`src/rtl/alu_result_stage.sv`:
```
// ---------------------------------------------------------------------------
// alu_result_stage
//   Registered output stage behind the combinational logical unit. Captures
//   the N-bit result and its 2-bit op code, derives zero/negative flags at
//   capture time and hands entries downstream over valid/ready. A main
//   register plus one skid register give full throughput while keeping
//   in_ready a pure register output, so downstream back-pressure never
//   reaches the logical unit combinationally.
//
//   Optional feature macro: ALU_PARITY_EN
//     When defined, each entry also stores ^in_result and the out_parity
//     port exists with the same timing as out_zero.
//
// Ports
//   clk         system clock, rising edge
//   reset       asynchronous, active-high reset
//   in_valid    upstream result/op valid this cycle
//   in_ready    stage can accept (registered)
//   in_result   N-bit result from logical unit
//   in_op       op code (00 AND, 01 OR, 10 XOR, 11 NOR), carried unchanged
//   out_valid   out_* hold a valid entry
//   out_ready   downstream accepts this cycle
//   out_result  buffered result
//   out_op      buffered op code
//   out_zero    buffered result == 0
//   out_neg     buffered result MSB
//   xfer_count  completed output handshakes, wrapping
//   out_parity  (ALU_PARITY_EN only) XOR-reduce of buffered result
// ---------------------------------------------------------------------------
module alu_result_stage #(
  parameter int N  = 32,
  parameter int CW = 16
) (
  input  logic          clk,
  input  logic          reset,
  input  logic          in_valid,
  output logic          in_ready,
  input  logic [N-1:0]  in_result,
  input  logic [1:0]    in_op,
  output logic          out_valid,
  input  logic          out_ready,
  output logic [N-1:0]  out_result,
  output logic [1:0]    out_op,
  output logic          out_zero,
  output logic          out_neg,
  output logic [CW-1:0] xfer_count
`ifdef ALU_PARITY_EN
  ,
  output logic          out_parity
`endif
);

  typedef struct packed {
    logic [N-1:0] result;
    logic [1:0]   op;
    logic         zero;
    logic         neg;
`ifdef ALU_PARITY_EN
    logic         parity;
`endif
  } entry_t;

  entry_t        r_main, r_skid, w_in_entry;
  logic          r_main_valid, r_skid_valid, r_in_ready;
  logic [CW-1:0] r_xfer_cnt;
  logic          w_accept, w_xfer;

  // Flags are derived once, at capture, and travel with the entry.
  always_comb begin
    w_in_entry        = '0;
    w_in_entry.result = in_result;
    w_in_entry.op     = in_op;
    w_in_entry.zero   = (in_result == {N{1'b0}});
    w_in_entry.neg    = in_result[N-1];
`ifdef ALU_PARITY_EN
    w_in_entry.parity = ^in_result;
`endif
  end

  assign w_accept = in_valid & r_in_ready;
  assign w_xfer   = r_main_valid & out_ready;

  // State is {r_main_valid, r_skid_valid}: EMPTY 00, ONE 10, FULL 11.
  // r_in_ready is kept equal to ~r_skid_valid but lives in its own flop so
  // the port is a clean register output.
  always_ff @(posedge clk or posedge reset) begin
    if (reset) begin
      r_main       <= '0;
      r_skid       <= '0;
      r_main_valid <= 1'b0;
      r_skid_valid <= 1'b0;
      r_in_ready   <= 1'b1;
      r_xfer_cnt   <= '0;
    end else begin
      if (w_xfer) r_xfer_cnt <= r_xfer_cnt + 1'b1;

      if (w_xfer || !r_main_valid) begin
        // Main is free this edge: skid has priority to keep FIFO order.
        // (Accept cannot coincide with a valid skid since in_ready is low.)
        if (r_skid_valid) begin
          r_main       <= r_skid;
          r_main_valid <= 1'b1;
          r_skid_valid <= 1'b0;
          r_in_ready   <= 1'b1;
        end else if (w_accept) begin
          r_main       <= w_in_entry;
          r_main_valid <= 1'b1;
        end else begin
          r_main_valid <= 1'b0;
        end
      end else if (w_accept) begin
        // Main is stalled: park the new entry in the skid and stop input.
        r_skid       <= w_in_entry;
        r_skid_valid <= 1'b1;
        r_in_ready   <= 1'b0;
      end
    end
  end

  assign in_ready   = r_in_ready;
  assign out_valid  = r_main_valid;
  assign out_result = r_main.result;
  assign out_op     = r_main.op;
  assign out_zero   = r_main.zero;
  assign out_neg    = r_main.neg;
  assign xfer_count = r_xfer_cnt;
`ifdef ALU_PARITY_EN
  assign out_parity = r_main.parity;
`endif

endmodule
```
`config.mk`:
```
export PLATFORM = sky130hd
export DESIGN_NAME = alu_result_stage
export DESIGN_NICKNAME = d
export VERILOG_FILES = /design/src/rtl/alu_result_stage.sv
export SDC_FILE = /design/constraint.sdc
export NUM_CORES = 1
export LEC_CHECK = 0
export ABC_CLOCK_PERIOD_IN_PS = 7360
export BUFFER_PORTS_ARGS = -buffer_cell sky130_fd_sc_hd__buf_2
export CAP_MARGIN = 20
export CORE_MARGIN = 5
export CORE_UTILIZATION = 30
export CTS_CLUSTER_DIAMETER = 200
export CTS_CLUSTER_SIZE = 16
export DETAILED_ROUTE_END_ITERATION = 8
export PLACE_DENSITY = 0.62
export SETUP_SLACK_MARGIN = 0.2
export SLEW_MARGIN = 20
export SYNTH_ARGS = -nofsm -noshare
export SYNTH_HDL_FRONTEND = slang
export SYNTH_SLANG_ARGS = --single-unit
export TNS_END_PERCENT = 50
```
`constraint.sdc`:
```
create_clock -name clk -period 7.36 [get_ports clk]
set_input_delay 1.472 -clock clk [delete_from_list [all_inputs] [get_ports clk]]
set_output_delay 1.472 -clock clk [all_outputs]
set_load 0.03 [all_outputs]
```
Word level (Yosys, flattened, before mapping)

Index checks and enable logic that the tools add are counted.

Bitwise logic cells: 3
Reductions and logical operators: 8
Multiplexer cells: 9
Equality and inequality tests: 1
$add $sub $neg: 1

Operators by type and width:

| cell                    | number |
|---|---|
| $mux W36                | 2 |
| $logic_not A32 Y1       | 1 |
| $add A16 B1 Y16 const B | 1 |
| $mux W1                 | 7 |
| $reduce_and A2 Y1       | 3 |
| $reduce_bool A2 Y1      | 2 |
| $and A1 B1 Y1           | 2 |
| $ne A2 B2 Y1 const B    | 1 |
| $logic_not A1 Y1        | 1 |
| $logic_or A1 B1 Y1      | 1 |
| $not A1 Y1              | 1 |

Input port bits: 38
Flip-flop bits (word level): 91

Longest topological paths before layout

Gate-level depths: netlist (run 1).

Word-level depth: 4
Gate-level depth with buffers: 5

Least setup slack after synthesis (run 1)

OpenSTA, ideal clock, no wires.

Path kind: input to register
Start: input port in_result[25]
End: register r_main (netlist bit out_zero)
Cell stages on the path: 4
Library setup time: 0.082 ns
Data arrival time: 2.336 ns
Slack: 4.942 ns
Cell sequence: nor4_1 -> nand4_1 -> or3_1 -> a31oi_1

Cells in the longest elaborated chain, start to end: 3

Ends and longest elaborated chain:

| item                 | RTL line | RTL |
|---|---|---|
| from (decl)          | 38       | `input logic [N-1:0] in_result,` |
| $logic_not A32 Y1    | 73       | `w_in_entry.zero = (in_result == {N{1'b0}});` |
| $mux W36             | 105      | `end else if (w_accept) begin` |
| $mux W36             | 100      | `if (r_skid_valid) begin` |
| to (signal assigned) | 101      | `r_main <= r_skid;` |
| to (signal assigned) | 106      | `r_main <= w_in_entry;` |
| to (decl)            | 63       | `entry_t r_main, r_skid, w_in_entry;` |

No other way between the ends. The select of a mux whose other input is x is not followed.
A chain may end at the register's enable or synchronous reset.

Final worst setup path (run 1)

Start: input port out_ready
End: register r_skid[9] (netlist bit)

Cells in the longest elaborated chain, start to end: 4

Ends and longest elaborated chain:

| item                               | RTL line | RTL |
|---|---|---|
| from (decl)                        | 41       | `input logic out_ready,` |
| $and A1 B1 Y1                      | 81       | `assign w_xfer = r_main_valid & out_ready;` |
| $logic_or A1 B1 Y1                 | 97       | `if (w_xfer \|\| !r_main_valid) begin` |
| $not A1 Y1 (no source line)        | --       |  |
| $reduce_and A2 Y1 (no source line) | --       |  |
| to (signal assigned)               | 113      | `r_skid <= w_in_entry;` |
| to (decl)                          | 63       |  |

No other way between the ends.

==> summary.log, run 1 <==
INFO  outcome        outcome=complete, no violations
INFO  critical_path  crit_end=r_skid[9]
INFO  route          route.final.wire_length=8370um
INFO  floorplan      die_w=124um
INFO  cells_and_area most-common-layout-cells=91 x sky130_fd_sc_hd__buf_2, 87 x sky130_fd_sc_hd__dfrtp_1, 39 x sky130_fd_sc_hd__nor2_1
INFO  floorplan      initial_util=0.308
INFO  logic_synthesis yosys_register_bits=89
INFO  critical_path  setup.worst_path.class=primary input to flop
INFO  floorplan      boundaryPins=92
INFO  route          num_vias=2616
INFO  route          detail_route.first_pass.iterations=4
INFO  cells_and_area fraction_of_final_layout_cells_sized_beyond_drive_strength_1=0.371
INFO  route          routed_via_density=4.56
INFO  clock_network  clock_tree_from_tritoncts=built
INFO  logic_synthesis post_synth_inst_count=310
INFO  route          drt_iter0_drc=145
INFO  sta            layout_worst_path_cycle_share=0.361
INFO  placement      io_buffers=91
INFO  critical_path  worst_path_max_delay_cell=sky130_fd_sc_hd__nand3_4
INFO  route          route.detailed.drc=0
INFO  power          irDropWorstVdd=0.0782mV
INFO  critical_path  critical_path_peak_fanout=36
INFO  power          power_density=197nW/um2
INFO  placement      worst_slack_at_placement=4.32ns
INFO  logic_synthesis synth_area=3920um2
INFO  clock_network  clkTransAtPathRegs=0.06ns
INFO  sta            min_period=2.66ns
INFO  sta            hold_viol=0
INFO  global_route   globalRouteMet3Util=0.0352
INFO  critical_path  worstPathArrival=2.87ns
INFO  cells_and_area layout.cells.most_common=sky130_fd_sc_hd__buf_2
INFO  critical_path  timing.critical_path.from_type=primary input
INFO  logic_synthesis mappedNetlistNets=349
INFO  sta            timing_worst_slew_pin_value=0.784ns
INFO  sta            setup_tns=0ns
INFO  global_route   grt_pass1_wl=14500um
INFO  clock_network  worst_skew_pair.late_latency=0.33ns
INFO  sta            finalMaxSlewViolations=0
INFO  cells_and_area antenna_cells_inserted=0
INFO  cells_and_area register_area=2230um2
INFO  clock_network  htree_levels=3
INFO  global_route   grt_pass1_vias=2776
INFO  cells_and_area nNetsFinal=437
INFO  placement      finalWeightedCongestion=0.774
INFO  clock_network  cts_inserted_buffers=9
INFO  global_route   grt.overflow.total=0
INFO  critical_path  rrSetupSlack=5.24ns
INFO  sta            skew=0.00828ns
INFO  global_route   grt_start_max_net_pins=90
INFO  critical_path  timing.critical_path.from=out_ready
INFO  logic_synthesis ys_warn_count=0
INFO  sta            max_clock_freq=377MHz
INFO  sta            timing.final.ws_setup=4.70ns
INFO  clock_network  buffers_from_clock_root_to_sink_at_most=2
INFO  sta            report.final.setup_viol=0
INFO  clock_network  postCtsSetupBuffers=0
INFO  global_route   grt_busiest_layer=met2
INFO  global_route   groute.layer.met1.usage=0.155
INFO  clock_network  post_cts_resize_count=0
INFO  flow_run       maxCapViolations=0
INFO  critical_path  cp_cell_sequence=buf_2, nor2b_4, nand3_4, mux2_4
INFO  critical_path  timing.critical_path.to_type=flop
INFO  cells_and_area num-fill-cells=1291
INFO  clock_network  clkSinkCount=89
INFO  critical_path  rr_startpoint=r_skid_valid
INFO  cells_and_area flow.area_growth_from_synthesis=22.2%
INFO  sta            max_slew_margin=0.477
INFO  floorplan      core_area=12700um2
INFO  logic_synthesis synth_area_leaders=sky130_fd_sc_hd__dfrtp_1 56%, sky130_fd_sc_hd__mux2_4 11%, sky130_fd_sc_hd__mux2i_1 8.7%, sky130_fd_sc_hd__a21oi_1 4.7%, sky130_fd_sc_hd__nor2_1 3.8%
INFO  logic_synthesis yosysSeqAreaShare=0.568
INFO  logic_synthesis post-synth-top-area-fraction=0.561
INFO  placement      hpwlAfterDp=5700um
INFO  floorplan      die-area=15500um2
INFO  critical_path  timing.reg2reg.worst_path_depth=5
INFO  critical_path  max_stage_delay=0.54ns
INFO  sta            grt_setup_unrepaired=false
INFO  route          route.detailed.wl_per_inst=14.6um
INFO  floorplan      floorplan.die.height=124um
INFO  logic_synthesis syn_avg_cell_area=12.7um2
INFO  critical_path  r2r_end=out_zero
INFO  logic_synthesis yosys.area.top_type=sky130_fd_sc_hd__dfrtp_1
INFO  critical_path  crit_required=7.57ns
INFO  power          cellLeakagePower=2.48nW
INFO  worst_hold_path min-delay-path-class=flop to flop
INFO  global_route   overall_fraction_of_global_route_tracks_in_use=0.115
INFO  route          route.antenna.remaining_nets=0
INFO  cells_and_area multi_input_area=1600um2
INFO  global_route   use_met2=0.170
INFO  clock_network  clock_tree.root_cell=sky130_fd_sc_hd__clkbuf_16
INFO  floorplan      row_count=41
INFO  clock_network  ctsHoldBuffers=0
INFO  global_route   antenna_found_initial=0
INFO  logic_synthesis synth.lib_cells_used.distinct=29
sequential cells by signal (all words and copies together), names as in the netlist:
signal	cells
in_ready	1
out_neg	1
out_op	2
out_result	31
out_valid	1
out_zero	1
r_skid	35
r_skid_valid	1
xfer_count	16
final cells by class:
cell class,count,area share
Clock buffer,12,0.0535
Clock inverter,3,0.00365
Inverter,1,0.00183
Multi-Input combinational cell,205,0.334
Sequential cell,89,0.466
Tap cell,172,0.0449
Timing Repair Buffer,92,0.0966
metal layers:
layer	vias up	routed length (um)	share of wire
li1	1270	-	-
met1	1274	4120	0.49
met4	0	111	0.013
met5	-	0	0
met3	9	409	0.049
met2	63	3730	0.45
through the flow:
| stage | cell area [um2] | util | total power [W] | hold slack (ns) | std cells |
|---|---|---|---|---|---|
| global route | 4790 | 0.377 | 0.000992 | 0.508 | 574 |
| detailed placement | 4520 | 0.355 | 0.000533 | 0.461 | 559 |
| finish | 4790 | 0.377 | 0.000946 | 0.468 | 574 |
| global placement | 4520 | 0.355 | 0.000532 | 0.457 | 559 |
| CTS | 4790 | 0.376 | 0.000964 | 0.473 | 574 |
| floorplan | 3920 | - | 0.000512 | 0.449 | 310 |
worst max-delay path: cells and delay by family:
| kind | cells | cell delay, ns |
|---|---|---|
| and+or+nand+nor | 2 | 0.73 |
| muxes | 1 | 0.51 |
| buffers and inverters | 1 | 0.14 |
kinds of logic (layout without fill, tap and decap cells):
kind of cell,Yosys count,count (layout),synth area share
flops,89,89,0.568
simple gates,81,81,0.105
mux,69,69,0.214
compound gates,39,39,0.0507
buf+inv,16,108,0.0255
xor+xnor,15,15,0.0335
fa+ha+maj,1,1,0.00319
worst min-delay path by stage:
stage | startpoint | to | slack, ns | depth (start not counted)
finish | xfer_count[15] | xfer_count[15] | 0.47 | 1
global route | xfer_count[15] | xfer_count[15] | 0.51 | 1
CTS | xfer_count[15] | xfer_count[15] | 0.47 | 1
detailed placement | xfer_count[15] | xfer_count[15] | 0.46 | 1
global placement | xfer_count[15] | xfer_count[15] | 0.46 | 1
floorplan | r_skid[1] | r_skid[1] | 0.45 | 2
Yosys cell counts:
master	number
sky130_fd_sc_hd__xor2_1	6
sky130_fd_sc_hd__and2_1	1
sky130_fd_sc_hd__nor4_1	9
sky130_fd_sc_hd__buf_2	11
sky130_fd_sc_hd__nor4_4	1
sky130_fd_sc_hd__mux2_4	28
sky130_fd_sc_hd__dfstp_2	1
sky130_fd_sc_hd__or3_1	1
sky130_fd_sc_hd__buf_4	1
sky130_fd_sc_hd__ha_1	1
sky130_fd_sc_hd__nand4_2	1
sky130_fd_sc_hd__a21oi_1	37
sky130_fd_sc_hd__xnor2_1	9
sky130_fd_sc_hd__nand4_1	5
sky130_fd_sc_hd__mux2i_1	34
sky130_fd_sc_hd__nor2b_4	1
sky130_fd_sc_hd__nand2b_1	1
sky130_fd_sc_hd__nand2_1	10
sky130_fd_sc_hd__nand3_4	1
sky130_fd_sc_hd__a31oi_1	1
sky130_fd_sc_hd__buf_6	3
sky130_fd_sc_hd__mux2_2	7
sky130_fd_sc_hd__o31ai_1	1
sky130_fd_sc_hd__and3_1	2
sky130_fd_sc_hd__nor2_1	40
sky130_fd_sc_hd__inv_1	1
sky130_fd_sc_hd__dfrtp_1	88
sky130_fd_sc_hd__nand3_1	6
sky130_fd_sc_hd__nor3_1	2
power by group:
group / switching [W] / internal, W / leakage, nW
combinational: 0.0000221 / 0.0000113 / 1.10
sequential: 0 / 0.000489 / 1.24
clock: 0.000179 / 0.000244 / 0.134
No activity file was read; power rests on OpenSTA's default activity.
==> inputs of run 2 (changes only) <==
- ABC_CLOCK_PERIOD_IN_PS: 7360 -> 2400
- PLACE_DENSITY: 0.62 -> 0.63
- clock period: 7.36 -> 2.4 ns (I/O delays scaled with it)
==> run 2 against run 1 <==
  * Design area increased by 2.1%
  * Routed wire length increased by 5.3%
  * Critical path depth unchanged
  * Clock power increased to 3.2 times the previous value
  * Combinational power increased to 3.3 times the previous value
  * Sequential power increased to 3.1 times the previous value
  * Global-route usage increased by 0.13 points
  * Power increased to 3.1 times the previous value
  * Largest cell class unchanged
==> summary.log, run 2 (synthesis results as in run 1) <==
INFO  outcome        outcome=complete, no violations
INFO  floorplan      die-area=15500um2 [unchanged]
INFO  clock_network  ctsHoldBuffers=0 [unchanged]
INFO  route          routed_via_density=4.51 [-0.94%]
INFO  critical_path  timing.critical_path.from_type=flop
INFO  global_route   antenna_found_initial=0 [unchanged]
INFO  cells_and_area flip_flop_count_of_the_largest_register_after_layout=35 [unchanged]
INFO  power          power_density=607nW/um2 [+210%]
INFO  cells_and_area largest_register=r_skid
INFO  flow_run       maxCapViolations=0 [unchanged]
INFO  sta            holdWs=0.162ns [-0.306 ns]
INFO  cells_and_area nNetsFinal=445 [+1.8%]
INFO  global_route   grt_start_max_net_pins=71 [-21%]
INFO  clock_network  worst_skew_pair.late_latency=0.33ns [about the same]
INFO  cells_and_area antenna_cells_inserted=0 [unchanged]
INFO  sta            timing_worst_slew_pin_value=0.528ns [-0.256 ns]
INFO  floorplan      die_w=124um [unchanged]
INFO  route          detail_route.first_pass.iterations=4 [unchanged]
INFO  critical_path  crit_required=2.62ns [-4.95 ns]
INFO  cells_and_area layout.cells.most_common=sky130_fd_sc_hd__buf_2
INFO  sta            hold_viol=0 [unchanged]
INFO  sta            layout_worst_path_cycle_share=0.783
INFO  global_route   groute.layer.met1.usage=0.161 [+0.00650]
INFO  route          route.detailed.drc=0 [unchanged]
INFO  clock_network  clkSinkCount=89 [unchanged]
INFO  floorplan      boundaryPins=92 [unchanged]
INFO  cells_and_area finalNonFillerCells=583 [+1.6%]
INFO  critical_path  rr_startpoint=out_valid
INFO  clock_network  post_cts_resize_count=0 [unchanged]
INFO  clock_network  htree_levels=3 [unchanged]
INFO  floorplan      row_count=41 [unchanged]
INFO  critical_path  timing.critical_path.to_type=flop
INFO  sta            report.final.setup_viol=0 [unchanged]
INFO  cells_and_area multi_input_area=1600um2 [unchanged]
INFO  clock_network  clkTransAtPathRegs=0.06ns [about the same]
INFO  route          route.detailed.wl_per_inst=15.1um [+3.6%]
INFO  critical_path  rrSetupSlack=0.52ns [-4.72 ns]
INFO  clock_network  clock_tree_from_tritoncts=built
INFO  route          num_vias=2632 [+0.61%]
INFO  clock_network  buffers_from_clock_root_to_sink_at_most=2 [unchanged]
INFO  global_route   grt_busiest_layer=met2
INFO  global_route   grt_pass1_vias=2736 [-1.4%]
INFO  cells_and_area flow.area_growth_from_synthesis=24.8%
INFO  sta            finalMaxSlewViolations=0 [unchanged]
INFO  cells_and_area register_area=2230um2 [-0.11%]
INFO  route          drt_iter0_drc=112 [-23%]
INFO  cells_and_area fraction_of_final_layout_cells_sized_beyond_drive_strength_1=0.377 [+0.00648]
INFO  sta            max_clock_freq=532MHz
INFO  critical_path  worstPathArrival=2.10ns [-0.77 ns]
INFO  placement      post-place-cells=567 [+1.4%]
INFO  cells_and_area num-fill-cells=1269 [-1.7%]
INFO  placement      io_buffers=91 [unchanged]
INFO  route          route.antenna.remaining_nets=0 [unchanged]
INFO  route          route.final.wire_length=8810um [+5.3%]
INFO  sta            setup_tns=0ns [unchanged]
INFO  clock_network  postCtsSetupBuffers=0 [unchanged]
INFO  floorplan      floorplan.die.height=124um [unchanged]
INFO  cells_and_area most-common-layout-cells=91 x sky130_fd_sc_hd__buf_2, 87 x sky130_fd_sc_hd__dfrtp_1, 39 x sky130_fd_sc_hd__nor2_1
INFO  critical_path  r2r_end=r_skid[15]
INFO  global_route   grt_pass1_wl=14400um [-0.76%]
INFO  placement      hpwlAfterDp=6380um [+12%]
INFO  placement      finalWeightedCongestion=0.753 [-2.7%]
INFO  sta            max_slew_margin=0.645 [+0.168]
INFO  critical_path  setup.worst_path.class=flop to flop
INFO  global_route   overall_fraction_of_global_route_tracks_in_use=0.116 [+0.00131]
INFO  sta            min_period=1.88ns
INFO  clock_network  clock_tree.root_cell=sky130_fd_sc_hd__clkbuf_16
INFO  floorplan      core_area=12700um2 [unchanged]
INFO  cells_and_area utilization=0.385 [+0.00806]
INFO  critical_path  critical_path_peak_fanout=24 [-33%]
INFO  power          irDropWorstVdd=0.266mV [+240%]
INFO  global_route   grt.overflow.total=0 [unchanged]
INFO  sta            skew=0.00598ns [-0.00230 ns]
INFO  clock_network  cts_inserted_buffers=9 [unchanged]
INFO  global_route   globalRouteMet3Util=0.0296 [-0.00557]
INFO  floorplan      initial_util=0.308 [unchanged]
INFO  power          cellLeakagePower=2.52nW [+2.0%]
INFO  global_route   use_met2=0.171 [+0.000636]
INFO  sta            grt_setup_unrepaired=false
INFO  critical_path  timing.reg2reg.worst_path_depth=4 [-1]
INFO  worst_hold_path min-delay-path-class=primary input to asynchronous set/reset pin
==> run 2: metrics by stage <==
step	setup slack (ns)	instance area, um2	total power [W]
final	0.521	4900	0.00297
after global routing	0.381	4900	0.00309
after CTS	0.493	4900	0.00302
after detailed placement	0.305	4610	0.00164
after global placement	0.319	4610	0.00164
after floorplan	0.830	3930	0.00157
==> run 2: layout make-up <==
cell class	count	area share
inverter	1	0.00153
sequential	89	0.455
clock buffer	13	0.0491
clock inverter	3	0.00869
tap	172	0.0439
timing repair buffer	100	0.114
multi-input combinational	205	0.327
==> run 2: worst max-delay path, cell delays in order (launching register included) <==
cell and delay (ns):
sky130_fd_sc_hd__dfrtp_1 0.46, sky130_fd_sc_hd__nor2b_4 0.26, sky130_fd_sc_hd__nand3_4 0.40, sky130_fd_sc_hd__buf_12 0.33, sky130_fd_sc_hd__mux2_4 0.30
==> run 2: power breakdown <==
group	internal (W)	switching, W	total, W	leakage [nW]
clock	0.000807	0.000554	0.00136	0.134
sequential	0.00150	0	0.00150	1.24
combinational	0.0000403	0.0000690	0.000109	1.15
total	0.00235	0.000623	0.00297	2.52
==> run 2: worst max path at each step <==
stage / startpoint / endpoint / depth (start not counted)
finish: out_valid / r_skid[15] / 4
global route: out_valid / r_skid[9] / 4
CTS: out_valid / r_skid[15] / 4
detailed placement: in_result[7] / out_zero / 5
global placement: in_result[7] / out_zero / 5
floorplan: out_valid / r_skid[11] / 4
==> run 2: per-layer routing <==
metal / share of wire / vias up
met1: 0.49 / 1270
li1: - / 1282
met5: 0 / -
met4: 0.016 / 0
met3: 0.046 / 11
met2: 0.45 / 69
==> inputs of run 3 (changes only) <==
- ABC_CLOCK_PERIOD_IN_PS: 2400 -> 1750
- PLACE_DENSITY: 0.63 -> 0.62
- clock period: 2.4 -> 1.75 ns (I/O delays scaled with it)
==> run 3 against run 2 <==
  * Clock skew up 0.0010 ns
  * Non-clock buffer count is 8 higher
  * Sequential share of layout area shrank 0.94 points
  * Worst hold slack got worse by 0.024 ns
  * Design area grew 2.2%
  * Combinational power rose by 35%
  * Critical path depth up 1
  * Via count rose by 3.5%
  * Largest cell class unchanged
  * Largest power group unchanged
==> summary.log, run 3 (synthesis results as in run 1) <==
INFO  critical_path  timing.critical_path.from_type=flop
INFO  route          drt_iter0_drc=79 [-29%]
INFO  floorplan      floorplan.die.height=124um [unchanged]
INFO  worst_hold_path min-delay-path-class=primary input to asynchronous set/reset pin
INFO  route          route.detailed.wl_per_inst=15.1um [-0.18%]
INFO  floorplan      core_area=12700um2 [unchanged]
INFO  cells_and_area register_area=2230um2 [about the same]
INFO  critical_path  cp_cell_sequence=ha_4, nand4_1, nor4_4, nand2_1, xnor2_1
INFO  cells_and_area layout.cells.most_common=sky130_fd_sc_hd__buf_2
INFO  sta            hold_viol=0 [unchanged]
INFO  outcome        outcome=complete, no violations
INFO  sta            grt_setup_unrepaired=true
INFO  cells_and_area most-common-layout-cells=91 x sky130_fd_sc_hd__buf_2, 86 x sky130_fd_sc_hd__dfrtp_1, 39 x sky130_fd_sc_hd__nor2_1
INFO  critical_path  worstPathArrival=1.75ns [-0.35 ns]
INFO  global_route   grt_pass1_wl=14800um [+2.8%]
INFO  critical_path  rr_startpoint=xfer_count[1]
INFO  cells_and_area multi_input_area=1630um2 [+2.0%]
INFO  critical_path  crit_required=2.00ns [-0.62 ns]
INFO  placement      placed_area=4660um2 [+0.92%]
INFO  clock_network  buffers_from_clock_root_to_sink_at_most=2 [unchanged]
INFO  power          irDropWorstVdd=0.366mV [+37%]
INFO  cells_and_area flip_flop_count_of_the_largest_register_after_layout=35 [unchanged]
INFO  critical_path  worst_path_max_delay_cell=sky130_fd_sc_hd__dfrtp_1
INFO  placement      finalWeightedCongestion=0.768 [+2.0%]
INFO  route          routed_via_density=4.61 [+2.1%]
INFO  clock_network  htree_levels=3 [unchanged]
INFO  critical_path  critical_path_peak_fanout=3 [-88%]
INFO  cells_and_area fraction_of_final_layout_cells_sized_beyond_drive_strength_1=0.406 [+0.0286]
INFO  power          power_density=808nW/um2 [+33%]
INFO  route          route.antenna.remaining_nets=0 [unchanged]
INFO  sta            report.final.setup_viol=0 [unchanged]
INFO  route          route.final.wire_length=8910um [+1.2%]
INFO  clock_network  clkSinkCount=89 [unchanged]
INFO  placement      hpwlAfterDp=6190um [-3.0%]
INFO  cells_and_area num-fill-cells=1272 [+0.24%]
INFO  global_route   overall_fraction_of_global_route_tracks_in_use=0.119 [+0.00252]
INFO  critical_path  setup.worst_path.class=flop to flop
INFO  critical_path  r2r_end=xfer_count[14]
INFO  cells_and_area flow.area_growth_from_synthesis=27.6%
INFO  floorplan      die_w=124um [unchanged]
INFO  route          num_vias=2723 [+3.5%]
INFO  clock_network  cts_inserted_buffers=9 [unchanged]
INFO  critical_path  cp.depth=5 [+1]
INFO  floorplan      boundaryPins=92 [unchanged]
INFO  route          detail_route.first_pass.iterations=4 [unchanged]
INFO  floorplan      row_count=41 [unchanged]
INFO  sta            timing_worst_slew_pin_value=0.486ns [-0.0414 ns]
INFO  critical_path  max_stage_delay=0.42ns [-0.04 ns]
INFO  critical_path  critPathTopFamily=simple AND/OR/NAND/NOR gates
INFO  sta            finalMaxSlewViolations=0 [unchanged]
INFO  floorplan      die-area=15500um2 [unchanged]
INFO  critical_path  timing.reg2reg.worst_path_depth=5 [+1]
INFO  sta            max_slew_margin=0.676 [+0.0308]
INFO  cells_and_area nNetsFinal=453 [+1.8%]
INFO  global_route   antenna_found_initial=0 [unchanged]
INFO  global_route   grt.overflow.total=0 [unchanged]
INFO  critical_path  rrSetupSlack=0.25ns [-0.28 ns]
INFO  power          cellLeakagePower=2.59nW [+2.7%]
INFO  floorplan      initial_util=0.308 [unchanged]
INFO  sta            max_clock_freq=665MHz [+25%]
INFO  critical_path  timing.critical_path.buf_inv=0 [-1]
INFO  cells_and_area antenna_cells_inserted=0 [unchanged]
INFO  clock_network  clock_tree_from_tritoncts=built
INFO  sta            min_period=1.50ns [-0.375 ns]
INFO  critical_path  timing.critical_path.to_type=flop
INFO  flow_run       maxCapViolations=0 [unchanged]
INFO  global_route   grt_start_max_net_pins=90 [+27%]
INFO  cells_and_area post-route-cell-area=5000um2 [+2.2%]
INFO  critical_path  timing.critical_path.from=xfer_count[1]
INFO  global_route   grt_pass1_vias=2857 [+4.4%]
INFO  sta            skew=0.00703ns [+0.00104 ns]
INFO  placement      io_buffers=91 [unchanged]
INFO  sta            layout_worst_path_cycle_share=0.860 [+0.0767]
INFO  cells_and_area utilization=0.393 [+0.00836]
INFO  clock_network  clkTransAtPathRegs=0.06ns [about the same]
INFO  route          route.detailed.drc=0 [unchanged]
INFO  cells_and_area largest_register=r_skid
INFO  clock_network  clock_tree.root_cell=sky130_fd_sc_hd__clkbuf_16
INFO  clock_network  worst_skew_pair.late_latency=0.34ns [about the same]
==> run 3: cell type report <==
cell class	instances	share of cell area
well taps	172	0.0430
flip-flops and latches	89	0.446
multi-input cells	205	0.327
inverters	1	0.00150
clock inverters	4	0.00525
repair buffers	108	0.127
clock buffers	12	0.0513
==> run 3: worst max-delay path by stage <==
stage	to	slack, ns
global route	xfer_count[14]	0.13
detailed placement	out_zero	-0.05
finish	xfer_count[14]	0.25
CTS	xfer_count[10]	0.21
floorplan	r_skid[11]	0.18
global placement	out_zero	-0.08
==> run 3: per-stage QoR <==
step	hold slack, ns	TNS, ns	std cells	worst slack [ns]	total power [W]
final	0.138	0	591	0.246	0.00404
after global routing	0.169	0	591	0.134	0.00422
after CTS	0.156	0	587	0.212	0.00411
after detailed placement	0.478	-0.0547	571	-0.0547	0.00225
after global placement	0.462	-0.0755	571	-0.0755	0.00224
after floorplan	0.401	0	310	0.180	0.00215
==> run 3: timing repair <==
| action | in CTS | in global routing |
|---|---|---|
| endpoints found under the setup margin | 2 | 7 |
| hold endpoints to repair | 0 | 0 |
| setup buffers | 0 | 4 |
| resized for setup | 1 | 5 |
| hold buffers | 0 | 0 |
| pin swaps | 0 | 8 |
==> run 3: routing by layer <==
layer / GRT usage / part of all wire / vias to the layer above
met5: 0 / 0 / -
met1: 0.156 / 0.47 / 1352
met4: 0.0464 / 0.016 / 0
li1: - / - / 1300
met3: 0.0364 / 0.049 / 10
met2: 0.183 / 0.47 / 61
==> run 3: power breakdown <==
part | total, W | leakage, nW | internal (W) | switching, W
registers | 0.00206 | 1.24 | 0.00206 | 0
logic | 0.000147 | 1.22 | 0.0000545 | 0.0000922
clock network | 0.00184 | 0.139 | 0.00104 | 0.000798
==> run 3: worst min-delay path, stage by stage <==
cell,delay [ns]
sky130_fd_sc_hd__buf_2,0.11
sky130_fd_sc_hd__clkinvlp_4,0.07
sky130_fd_sc_hd__buf_12,0.38
